### config.mk
export PLATFORM = sky130hd
export DESIGN_NAME = keypad_scanner
export DESIGN_NICKNAME = d
export VERILOG_FILES = /design/src/rtl/keypad_pkg.sv /design/src/rtl/keypad_row_sync.sv /design/src/rtl/keypad_scanner.sv
export SDC_FILE = /design/constraint.sdc
export NUM_CORES = 1
export LEC_CHECK = 0
export CORE_ASPECT_RATIO = 0.8
export CORE_MARGIN = 3
export CORE_UTILIZATION = 42
export DETAILED_ROUTE_END_ITERATION = 6
export PLACE_DENSITY = 0.6
export SYNTH_ARGS = -nofsm -noshare
export SYNTH_HDL_FRONTEND = slang
export SYNTH_SLANG_ARGS = --single-unit
### constraint.sdc
create_clock -name clk -period 2.8 [get_ports clk]
set_clock_uncertainty 0.1 [all_clocks]
set_input_delay 0.28 -clock clk [delete_from_list [all_inputs] [get_ports clk]]
set_output_delay 0.28 -clock clk [all_outputs]
set_load 0.01 [all_outputs]
### src/rtl/keypad_pkg.sv
// Shared types, key codes and the keypad matrix map for the 4x4 hex keypad scanner.
package keypad_pkg;

    typedef enum logic [1:0] {SCAN, DEBOUNCE, HELD} kp_state_t;

    localparam logic [3:0] KEY_ENTER = 4'hE;
    localparam logic [3:0] KEY_NEWPW = 4'hA;
    localparam logic [3:0] COL_FIRST = 4'b1110;

    // Index is {row, col}; col0 is the column driven by keyPad_column[0].
    function automatic logic [3:0] keymap(input logic [1:0] row_idx, input logic [1:0] col_idx);
        logic [3:0] code;
        code = 4'h0;
        case ({row_idx, col_idx})
            4'h0: code = 4'h1;
            4'h1: code = 4'h2;
            4'h2: code = 4'h3;
            4'h3: code = 4'hA;
            4'h4: code = 4'h4;
            4'h5: code = 4'h5;
            4'h6: code = 4'h6;
            4'h7: code = 4'hB;
            4'h8: code = 4'h7;
            4'h9: code = 4'h8;
            4'hA: code = 4'h9;
            4'hB: code = 4'hC;
            4'hC: code = 4'h0;
            4'hD: code = 4'hF;
            4'hE: code = 4'hE;
            4'hF: code = 4'hD;
        endcase
        return code;
    endfunction

    function automatic logic [1:0] onehot_idx(input logic [3:0] v);
        logic [1:0] idx;
        idx = 2'd0;
        for (int i = 0; i < 4; i++) begin
            if (v[i]) idx = 2'(i);
        end
        return idx;
    endfunction

endpackage

### src/rtl/keypad_row_sync.sv
// Two-flop synchronizer for the asynchronous, active-low keypad row lines.
module keypad_row_sync (
    input  logic       clk,
    input  logic       rst_n,
    input  logic [3:0] row_i,
    output logic [3:0] row_o
);

    logic [3:0] meta_q;
    logic [3:0] sync_q;

    always_ff @(posedge clk or negedge rst_n) begin
        if (!rst_n) begin
            meta_q <= 4'hF;
            sync_q <= 4'hF;
        end else begin
            meta_q <= row_i;
            sync_q <= meta_q;
        end
    end

    assign row_o = sync_q;

endmodule

### src/rtl/keypad_scanner.sv
// 4x4 keypad column scanner with press/release debounce and single-cycle key strobes.
// Define KEYPAD_REPEAT_EN to re-pulse the held key's strobe every REPEAT_CYCLES.
//
// state    | meaning
// SCAN     | drive one column for SCAN_DWELL cycles, then sample rows
// DEBOUNCE | single-row press seen; wait for DEBOUNCE_CYCLES stable cycles
// HELD     | key accepted; column frozen until rows idle for DEBOUNCE_CYCLES
module keypad_scanner
    import keypad_pkg::*;
#(
    parameter int SCAN_DWELL      = 100_000,
    parameter int DEBOUNCE_CYCLES = 1_000_000,
    parameter int REPEAT_CYCLES   = 25_000_000
) (
    input  logic       clk,
    input  logic       reset,
    input  logic [3:0] keyPad_row,
    output logic [3:0] keyPad_column,
    output logic [3:0] digit,
    output logic       valid,
    output logic       enter,
    output logic       newPassword
);

    localparam int DW = $clog2(SCAN_DWELL + 1);
    localparam int BW = $clog2(DEBOUNCE_CYCLES + 1);
    localparam logic [DW-1:0] DWELL_TC = DW'(SCAN_DWELL - 1);
    localparam logic [BW-1:0] DEB_TC   = BW'(DEBOUNCE_CYCLES - 1);

    if (SCAN_DWELL < 1 || DEBOUNCE_CYCLES < 1 || REPEAT_CYCLES < 1) begin : g_param_check
        $error("keypad_scanner: cycle parameters must be at least 1");
    end

    logic [3:0]    row_s;
    kp_state_t     state_q;
    logic [3:0]    col_q;
    logic [DW-1:0] dwell_q;
    logic [BW-1:0] deb_q;
    logic [BW-1:0] rel_q;
    logic [3:0]    row_lat_q;
    logic [1:0]    row_idx_q;
    logic [1:0]    col_idx_q;
    logic [3:0]    digit_q;
    logic          valid_q;
    logic          enter_q;
    logic          newpw_q;
    logic [3:0]    key_code;
    logic          release_done;

    keypad_row_sync u_row_sync (
        .clk   (clk),
        .rst_n (reset),
        .row_i (keyPad_row),
        .row_o (row_s)
    );

    assign key_code     = keymap(row_idx_q, col_idx_q);
    assign release_done = (row_s == 4'hF) && (rel_q == DEB_TC);

`ifdef KEYPAD_REPEAT_EN
    localparam int RW = $clog2(REPEAT_CYCLES + 1);
    localparam logic [RW-1:0] REP_TC = RW'(REPEAT_CYCLES - 1);
    logic [RW-1:0] rep_q;
`endif

    always_ff @(posedge clk or negedge reset) begin
        if (!reset) begin
            state_q   <= SCAN;
            col_q     <= COL_FIRST;
            dwell_q   <= '0;
            deb_q     <= '0;
            rel_q     <= '0;
            row_lat_q <= 4'hF;
            row_idx_q <= 2'd0;
            col_idx_q <= 2'd0;
            digit_q   <= 4'h0;
            valid_q   <= 1'b0;
            enter_q   <= 1'b0;
            newpw_q   <= 1'b0;
`ifdef KEYPAD_REPEAT_EN
            rep_q     <= '0;
`endif
        end else begin
            valid_q <= 1'b0;
            enter_q <= 1'b0;
            newpw_q <= 1'b0;
            case (state_q)
                SCAN: begin
                    if (dwell_q == DWELL_TC) begin
                        dwell_q <= '0;
                        if ($onehot(~row_s)) begin
                            row_lat_q <= row_s;
                            row_idx_q <= onehot_idx(~row_s);
                            col_idx_q <= onehot_idx(~col_q);
                            deb_q     <= '0;
                            state_q   <= DEBOUNCE;
                        end else begin
                            col_q <= {col_q[2:0], col_q[3]};
                        end
                    end else begin
                        dwell_q <= dwell_q + 1'b1;
                    end
                end
                DEBOUNCE: begin
                    if (row_s != row_lat_q) begin
                        dwell_q <= '0;
                        state_q <= SCAN;
                    end else if (deb_q == DEB_TC) begin
                        digit_q <= key_code;
                        valid_q <= (key_code != KEY_ENTER) && (key_code != KEY_NEWPW);
                        enter_q <= (key_code == KEY_ENTER);
                        newpw_q <= (key_code == KEY_NEWPW);
                        rel_q   <= '0;
`ifdef KEYPAD_REPEAT_EN
                        rep_q   <= '0;
`endif
                        state_q <= HELD;
                    end else begin
                        deb_q <= deb_q + 1'b1;
                    end
                end
                HELD: begin
                    // Any low row, including a second key, restarts the release window.
                    if (release_done) begin
                        rel_q   <= '0;
                        dwell_q <= '0;
                        col_q   <= {col_q[2:0], col_q[3]};
                        state_q <= SCAN;
                    end else if (row_s == 4'hF) begin
                        rel_q <= rel_q + 1'b1;
                    end else begin
                        rel_q <= '0;
                    end
`ifdef KEYPAD_REPEAT_EN
                    if (release_done) begin
                        rep_q <= '0;
                    end else if (rep_q == REP_TC) begin
                        rep_q   <= '0;
                        valid_q <= (digit_q != KEY_ENTER) && (digit_q != KEY_NEWPW);
                        enter_q <= (digit_q == KEY_ENTER);
                        newpw_q <= (digit_q == KEY_NEWPW);
                    end else begin
                        rep_q <= rep_q + 1'b1;
                    end
`endif
                end
                default: state_q <= SCAN;
            endcase
        end
    end

    assign keyPad_column = col_q;
    assign digit         = digit_q;
    assign valid         = valid_q;
    assign enter         = enter_q;
    assign newPassword   = newpw_q;

endmodule

==> metrics.csv <==
metric,value,unit
DRT antenna net count,0,
final hold slack,0.231,ns
Die Wd,127,um
Synth cell types,61,
Critical Path AT,2.88,ns
CP Class,reg -> reg,
drt total wl,12000,um
largest fanout on the critical path,6,
Peak supply drop,0.000324,V
Achievable Freq,0.363,GHz
outcome,completed,
global-route wire length before repair,20400,um
setup_tns,0,ns
Die ar.,13100,um^2
Clock transition at path regs,0.06,ns
crit path capture type,flop,
Starting Density,0.442,
max-cap viol count,0,
CTS buffer count,9,
max-slew violations,0,
r2r setup slk,0.04,ns
Final HPWL DP,8300,um
"Top FF cell, synth",dfrtp_1,
Placeable Area,11100,um^2
worst-margin pin slew,0.718,ns
Final Cycle Share,0.984,
fill cell total of the finished layout,994,
Iter 0 DRT Violations,267,
DRC Markers,0,
root buf cell,clkbuf_16,
syn avg cell area,9.52,um^2
Area after DPL,5460,um^2
DP Worst Slack,-0.0489,ns
Via density,6.05,
Clock Sinks,86,
"EDFF count, synth",0,
DR WL/cell,17.1,um
DR vias,4254,
# diodes,0,
Async SR Flop Fraction,1.00,
total power,2.57,mW
CP required,2.92,ns
Hold Crit Class,in -> reg,
global-route usage over all layers,0.193,
Final #Nets,574,
Clock Tree Buf Depth,2,
CTS tree,done,
register bit total from synthesis,86,
YS warnings,0,
gr ovfl total,0,
P_leak,2.39,nW
Power per Cell Area,433,nW/um^2
layout cells sized above 1,0.200,
Final setup viols,0,
largest net degree at the start of global routing,52,
DIE HEIGHT,103,um
initial antenna violation count,0,
post-layout instance area,5940,um^2
Final min period,2.76,ns
post-layout util,0.533,
register area share after synthesis,0.441,
RSZ-0062 raised after global routing,true,
H-tree depth,3,
fin cells,703,
I/O Buffers,16,
slew margin rel.,0.517,
placed insts,686,
Startpoint Class,flop,
IO Pins,17,
vias in the first global route,4025,
latest clock arrival within the worst-skew pair,0.35,ns
Area Overhead vs Synth,20.8,%
syn_nets,537,
Rows,34,
drt pass-1 iters,5,
Syn Inst Count,517,
GP Congestion,0.839,
Final Hold Viols,0,
Post-Synthesis Cell Area,4920,um^2
final worst slack,0.0446,ns
-- routing by layer --
| layer | vias to the layer above | part of all wire | routed length [um] | GRT usage |
|---|---|---|---|---|
| met5 | - | 0 | 0 | 0 |
| met4 | 0 | 0.0093 | 112 | 0.0552 |
| met3 | 9 | 0.043 | 518 | 0.0419 |
| met2 | 85 | 0.45 | 5470 | 0.293 |
| met1 | 2113 | 0.49 | 5920 | 0.280 |
| li1 | 2047 | - | - | - |
-- registers in the layout, summed over array words and instances (netlist names), 2 cells and up --
| name | cells |
|---|---|
| u_row_sync.meta_q | 4 |
| row_idx_q | 2 |
| digit | 4 |
| state_q | 2 |
| col_idx_q | 2 |
| rel_q | 20 |
| dwell_q | 17 |
| u_row_sync.row_o | 4 |
| deb_q | 20 |
| keyPad_column | 4 |
| row_lat_q | 4 |
-- synthesized netlist by cell type (5+ instances only) --
cell / n / area share
a211oi_1: 12 / 0.018
a21oi_1: 22 / 0.022
a31oi_1: 18 / 0.023
and2_1: 10 / 0.013
and3_1: 6 / 0.0076
and4_1: 10 / 0.018
buf_2: 8 / 0.0081
clkbuf_1: 17 / 0.013
dfrtp_1: 71 / 0.36
dfstp_2: 15 / 0.080
ha_1: 13 / 0.033
inv_1: 30 / 0.023
mux2_2: 11 / 0.025
mux2i_1: 8 / 0.016
nand2_1: 31 / 0.024
nand3_1: 29 / 0.029
nand4_1: 26 / 0.033
nor2_1: 26 / 0.020
nor3_1: 7 / 0.0071
nor4_1: 5 / 0.0064
o21ai_0: 29 / 0.029
o22ai_1: 7 / 0.0089
o31ai_1: 24 / 0.037
or3_1: 5 / 0.0064
or4_1: 11 / 0.017
or4b_1: 5 / 0.010
xor2_1: 5 / 0.0089
-- logic make-up (layout without fill, tap and decap cells) --
family / Yosys count / after routing / synth area share
compound gates: 136 / 136 / 0.180
xor+xnor: 5 / 5 / 0.00890
fa+ha+maj: 14 / 14 / 0.0371
buf+inv: 60 / 102 / 0.0496
flops: 86 / 86 / 0.441
mux: 20 / 20 / 0.0460
simple gates: 196 / 196 / 0.237
-- cell type report --
type / count / area, um^2 / share of cell area
flip-flops and latches: 86 / 2170 / 0.365
inverters: 31 / 116 / 0.0196
clock buffers: 11 / 275 / 0.0463
repair buffers: 55 / 502 / 0.0844
multi-input cells: 371 / 2670 / 0.448
well taps: 144 / 180 / 0.0303
clock inverters: 5 / 35.0 / 0.00589
-- where the power goes --
group | total (mW) | switching, mW | internal, mW
clock network | 1.24 | 0.530 | 0.714
registers | 1.26 | 0.00408 | 1.25
logic | 0.0722 | 0.0444 | 0.0278
-- timing repair --
action,in CTS,in global routing
setup buffers,0,0
hold buffers,1,0
endpoints found under the hold margin,46,0
resized for setup,5,31
pin swaps,0,15
endpoints found under the setup margin,9,32
-- path summary, 6_finish.rpt --
kind                                      start                    to  depth (start not counted)
hold reg to reg            u_row_sync.meta_q[0]   u_row_sync.row_o[0]                          0
min in group asynchronous                 reset          col_idx_q[0]                          2
hold / removal                    keyPad_row[1]  u_row_sync.meta_q[1]                          1
max in group asynchronous                 reset      keyPad_column[1]                          3
setup reg to reg            u_row_sync.row_o[1]             deb_q[11]                         11
setup / recovery            u_row_sync.row_o[1]             deb_q[11]                         11
-- worst max-delay path, cell delays in order, from the launching register on --
cell	delay [ns]
dfstp_2	0.54
fa_1	0.41
inv_1	0.07
ha_2	0.18
ha_4	0.19
nor3b_2	0.15
buf_4	0.16
and4_4	0.23
a22oi_2	0.09
buf_6	0.19
o31ai_4	0.21
o21ai_1	0.10
-- cell usage in the layout, fill, tap and decap left out, types with 4 or more instances in the layout --
master / synthesis / routed
o31ai_1: 24 / 15
nand4_1: 26 / 26
nand3_1: 29 / 29
or4_1: 11 / 11
clkbuf_16: 0 / 11
mux2_2: 11 / 7
a21oi_1: 22 / 22
o31ai_4: 0 / 4
buf_4: 0 / 33
or4b_1: 5 / 5
and3_1: 6 / 6
dfstp_2: 15 / 15
nor3_1: 7 / 6
clkdlybuf4s50_1: 0 / 15
ha_1: 13 / 11
and2_1: 10 / 9
mux2i_1: 8 / 8
xor2_1: 5 / 5
nor4_1: 5 / 5
a211oi_1: 12 / 12
dfrtp_1: 71 / 71
nor2_1: 26 / 26
o21ai_0: 29 / 23
o31ai_2: 0 / 5
mux2_4: 0 / 4
or3_1: 5 / 5
and4_1: 10 / 9
o22ai_1: 7 / 7
nand2_1: 31 / 31
o21ai_1: 4 / 8
nand2b_1: 4 / 4
a31oi_1: 18 / 17
inv_1: 30 / 30
Power figures use the tool's default switching activity.
